**src/rtl/branch_dir_predictor.sv**
```systemverilog
// Dynamic branch-direction predictor: a table of 2-bit saturating counters read in D,
// resolved and trained in E, with saturating branch/mispredict statistics.
module branch_dir_predictor #(
  parameter int         IDX_W    = 6,
  parameter logic [1:0] CNT_INIT = 2'b01
) (
  input  logic        clk,
  input  logic        rst,
  input  logic [31:0] pc_D,
  input  logic        valid_D,
  input  logic [3:0]  br_type_D,
  input  logic        stall,
  input  logic        flush,
  input  logic        comp_result_E,
  output logic        pred_valid_D,
  output logic        pred_taken_D,
  output logic        mispredict_E,
  output logic [31:0] br_count,
  output logic [31:0] miss_count
);

  localparam int ENTRIES = 1 << IDX_W;

  logic [1:0]       cnt_table [ENTRIES];
  logic [IDX_W-1:0] idx_D;
  logic             br_valid_E;
  logic             pred_E;
  logic [IDX_W-1:0] idx_E;
  logic [1:0]       cur_cnt;
  logic [1:0]       next_cnt;
  logic             train;
  logic             raw_mispredict;
  logic [31:0]      br_count_q;
  logic [31:0]      miss_count_q;
  logic             unused_pc_bits;

  assign idx_D          = pc_D[IDX_W+1:2];
  assign unused_pc_bits = ^{pc_D[31:IDX_W+2], pc_D[1:0]};

  // Table read has no bypass: a same-cycle E write is seen by D only next cycle.
  assign pred_valid_D = valid_D & (br_type_D < 4'b1000);
  assign pred_taken_D = pred_valid_D & cnt_table[idx_D][1];

  assign raw_mispredict = br_valid_E & (pred_E ^ comp_result_E);
  assign train          = br_valid_E & ~stall & ~flush;

  // Outputs are forced quiet while reset is held, even before the reset edge.
  assign mispredict_E = raw_mispredict & ~rst;
  assign br_count     = rst ? 32'd0 : br_count_q;
  assign miss_count   = rst ? 32'd0 : miss_count_q;

  assign cur_cnt = cnt_table[idx_E];

  always_comb begin
    next_cnt = cur_cnt;
    if (comp_result_E) begin
      if (cur_cnt != 2'b11) next_cnt = cur_cnt + 2'd1;
    end else begin
      if (cur_cnt != 2'b00) next_cnt = cur_cnt - 2'd1;
    end
  end

  always_ff @(posedge clk) begin
    if (rst) begin
      for (int i = 0; i < ENTRIES; i++) cnt_table[i] <= CNT_INIT;
      br_valid_E   <= 1'b0;
      pred_E       <= 1'b0;
      idx_E        <= '0;
      br_count_q   <= '0;
      miss_count_q <= '0;
    end else begin
      if (flush) begin
        br_valid_E <= 1'b0;
      end else if (!stall) begin
        br_valid_E <= pred_valid_D;
        pred_E     <= pred_taken_D;
        idx_E      <= idx_D;
      end

      if (train) begin
        cnt_table[idx_E] <= next_cnt;
        if (br_count_q != 32'hFFFF_FFFF) br_count_q <= br_count_q + 32'd1;
        if (raw_mispredict && (miss_count_q != 32'hFFFF_FFFF))
          miss_count_q <= miss_count_q + 32'd1;
      end
    end
  end

endmodule

```
**config.mk**
```make
export PLATFORM = sky130hd
export DESIGN_NAME = branch_dir_predictor
export DESIGN_NICKNAME = d
export VERILOG_FILES = /design/src/rtl/branch_dir_predictor.sv
export SDC_FILE = /design/constraint.sdc
export NUM_CORES = 1
export LEC_CHECK = 0
export ABC_CLOCK_PERIOD_IN_PS = 3300
export BUFFER_PORTS_ARGS = -buffer_cell sky130_fd_sc_hd__buf_4
export CAP_MARGIN = 10
export CORE_ASPECT_RATIO = 2
export CORE_UTILIZATION = 37
export DETAILED_ROUTE_END_ITERATION = 12
export PLACE_DENSITY = 0.64
export SLEW_MARGIN = 15
export SYNTH_ARGS = -nofsm -noshare
export SYNTH_HDL_FRONTEND = slang
export SYNTH_SLANG_ARGS = --single-unit
export TNS_END_PERCENT = 50
```
**constraint.sdc**
```tcl
create_clock -name clk -period 3.3 [get_ports clk]
set_input_delay 0.495 -clock clk [delete_from_list [all_inputs] [get_ports clk]]
set_output_delay 0.495 -clock clk [all_outputs]
set_load 0.01 [all_outputs]
```
==> flow_summary.ini <==
[status]
outcome = finished, final reports clean

[sta]
whs_ns = 0.1742
slew_headroom_pct = 45.56
setup_viol = 0
tns_ns = 0
fin_ws_ns = 0.1909
tightest_slew_ns = 0.8166
maxSlewViolCount = 0
rsz0062_at_grt = no
finalCritPeriodShare_pct = 94.22
hold_violations = 0
timing.fmax_mhz = 321.6
fin_worst_skew_ns = 0.009705
min_period_ns = 3.109

[setup_path]
criticalPathCategory = register to register
start_kind = register
path_cells = buf_4 > mux4_2 > o2111ai_1 > nand3_1 > maj3_1 > nor2_4 > buf_12 > a2111oi_0
cp_num_cells = 8
r2r_slack_ns = 0.19
slowest_delay_ns = 0.70
required_ns = 3.51
cp-end-kind = register
critPathTopFamily = flip-flops
crit_fanout = 30
crit_path_top_delay_cell = dfxtp_1
path_buf_inv = 2
rr_worst_depth = 8
crit_arrival_ns = 3.32
crit_end = cnt_table[41][1]
reg2reg_to = cnt_table[41][1]

[detailed_routing]
drc = 0
wl_mm = 32.40
wl_per_cell_um = 20.49
post_drt_via_cell_ratio = 5.614
ant_nets = 0
drt-pass1-iter-count = 5
vias = 8875
first_iter_violations = 554

[global_route]
grt_pass1_vias = 8933
met3_usage_pct = 1.944
use_met1_pct = 21.17
antenna_found_initial = 0
grtUsageTotal_pct = 20.49
overflow = 0
gr-usage-met2_pct = 38.45
top_usage_layer = met2
grt_max_degree = 201
grt_pass1_wl_mm = 50.34

[floorplan]
core-area_um2 = 30860
start_util_pct = 37.73
ios = 109
die_h_um = 252.9
fp-row-count = 91
dieArea_um2 = 32220
die_w_um = 127.4

[placed_design]
dpl-instance-area_um2 = 12820
gp_congestion = 0.8717
dpl.hpwl_mm = 21.98
port_buffers = 79
dp_slack_ns = 0.2457

[cells_and_area]
layout-drive-gt1-share_pct = 24.42
post-route-util_pct = 43.69
fillers = 2964
stdcell_area_um2 = 13480
multi_input_area_um2 = 5702
regArea_um2 = 5408
syn_to_final_growth_pct = 15.79
final_nets = 1195
antennaDiodeCount = 0

[synthesis]
synth_warnings = 0
synth_edf_count = 128
ys_ff_latch = 206
synth_nets = 1154
synth_cell_types = 54
netlist_instances = 1110
synth_ff_type = edfxtp_1
avgSynthCellArea_um2 = 10.49
yosysSeqAreaShare_pct = 46.43
synthesis.area_um2 = 11640
synth_async_sr_flop_share_pct = 0

[clock_network]
clk_path_buf_depth = 3
insertion_delay_ns = 0.50
h-tree-depth = 1
ctsHoldBuffers = 0
cts_buffers = 19
cts_resized = 0
clkTransAtPathRegs_ns = 0.07
post_cts_buffers = 0
clock-sinks = 206
cts-root-buf = clkbuf_16
cts_tree = done

[hold_path]
hold_path_class = input port to register

[power]
powerDensity_nw_per_um2 = 433.7
ir_drop_mv = 0.4671
leakagePower_nw = 4.352

[run]
maxCapViolCount = 0
==> final cells by class <==
class	instances	area share (%)
multi-input cells	784	42.30
flip-flops and latches	206	40.12
repair buffers	126	8.437
well taps	418	3.880
clock buffers	24	3.824
clock inverters	9	1.058
inverters	14	0.3898
==> kinds of logic after synthesis <==
group,share of synthesized area (%)
buf+inv,4.729
flops,46.43
simple gates,21.00
xor+xnor,4.062
fa+ha+maj,0.5158
mux,10.65
compound gates,12.62
==> worst min-delay path by stage <==
stage	startpoint	endpoint	depth (start not counted)
after floorplan	miss_count_q[29]	miss_count_q[29]	2
after global placement	idx_E[0]	register	2
after detailed placement	idx_E[0]	register	2
after CTS	flush	br_valid_E	2
after global routing	flush	br_valid_E	2
final	flush	br_valid_E	2
==> cell usage after synthesis (7+ instances only) <==
cell	count	area [µm²]
a2111oi_0	28	245.2
a211oi_1	33	247.7
a21oi_1	18	90.09
a22oi_1	9	67.56
and2_1	7	43.79
and3_1	17	106.4
and4_1	15	131.4
buf_2	14	70.07
buf_6	10	112.6
clkbuf_1	78	292.8
dfxtp_1	78	1562
edfxtp_1	128	3844
inv_1	13	48.80
mux2i_1	17	170.2
mux4_2	46	1036
nand2_1	45	168.9
nand2b_1	34	212.7
nand3_1	28	140.1
nand4_1	28	175.2
nor2_1	118	442.9
nor2b_1	62	387.9
nor3_1	38	190.2
o21ai_0	17	85.08
o21ai_1	22	110.1
o21ai_2	38	332.8
o21bai_1	28	210.2
or2_2	33	206.5
xnor2_1	15	131.4
xor2_1	39	341.6
==> routing by layer <==
| layer | wire, µm | vias to the layer above |
|---|---|---|
| met3 | 1352 | 84 |
| met2 | 17790 | 260 |
| met4 | 2200 | 0 |
| met1 | 11050 | 4362 |
| li1 | - | 4169 |
| met5 | 0 | - |
==> registers in the layout (all words and copies together) (netlist names), named ones only <==
name          cells
cnt_table       128
br_count_q       32
miss_count_q     32
idx_E             6
br_valid_E        1
pred_E            1
==> per-stage QoR <==
step                      instances  power [mW]
after floorplan                1110       3.237
after global placement         1548       3.486
after detailed placement       1548       3.493
after CTS                      1581       5.902
after global routing           1581       6.004
final                          1581       5.846
==> report_power, final <==
group | internal, mW | switching, mW | total, mW | leakage (nW)
Combinational | 0.231 | 0.410 | 0.641 | 2.29
Sequential | 2.76 | 0.0343 | 2.79 | 1.73
Clock | 1.42 | 0.991 | 2.41 | 0.326
Total | 4.41 | 1.44 | 5.85 | 4.35
==> cells in the final DEF (no fill, tap or decap), types with 5 or more instances in the layout <==
| cell | count |
|---|---|
| dfxtp_1 | 76 |
| nor3b_1 | 5 |
| and3_1 | 17 |
| nand4_1 | 28 |
| o21ai_0 | 17 |
| buf_4 | 110 |
| nand3_1 | 28 |
| inv_1 | 14 |
| edfxtp_1 | 128 |
| o21ai_2 | 38 |
| or3_1 | 5 |
| o21bai_1 | 28 |
| xnor2_1 | 15 |
| a2111oi_0 | 28 |
| a22oi_1 | 9 |
| mux4_2 | 46 |
| and2_1 | 7 |
| nor2b_1 | 62 |
| clkbuf_16 | 20 |
| o21ai_1 | 22 |
| a211oi_1 | 33 |
| nor2_1 | 117 |
| mux2i_1 | 17 |
| or2_2 | 33 |
| a21oi_1 | 18 |
| nand2b_1 | 34 |
| or4_1 | 5 |
| nand3b_1 | 5 |
| buf_12 | 15 |
| and4_1 | 15 |
| xor2_1 | 39 |
| nand2_1 | 45 |
| nor3_1 | 38 |
(Power assumes the default switching activity.)
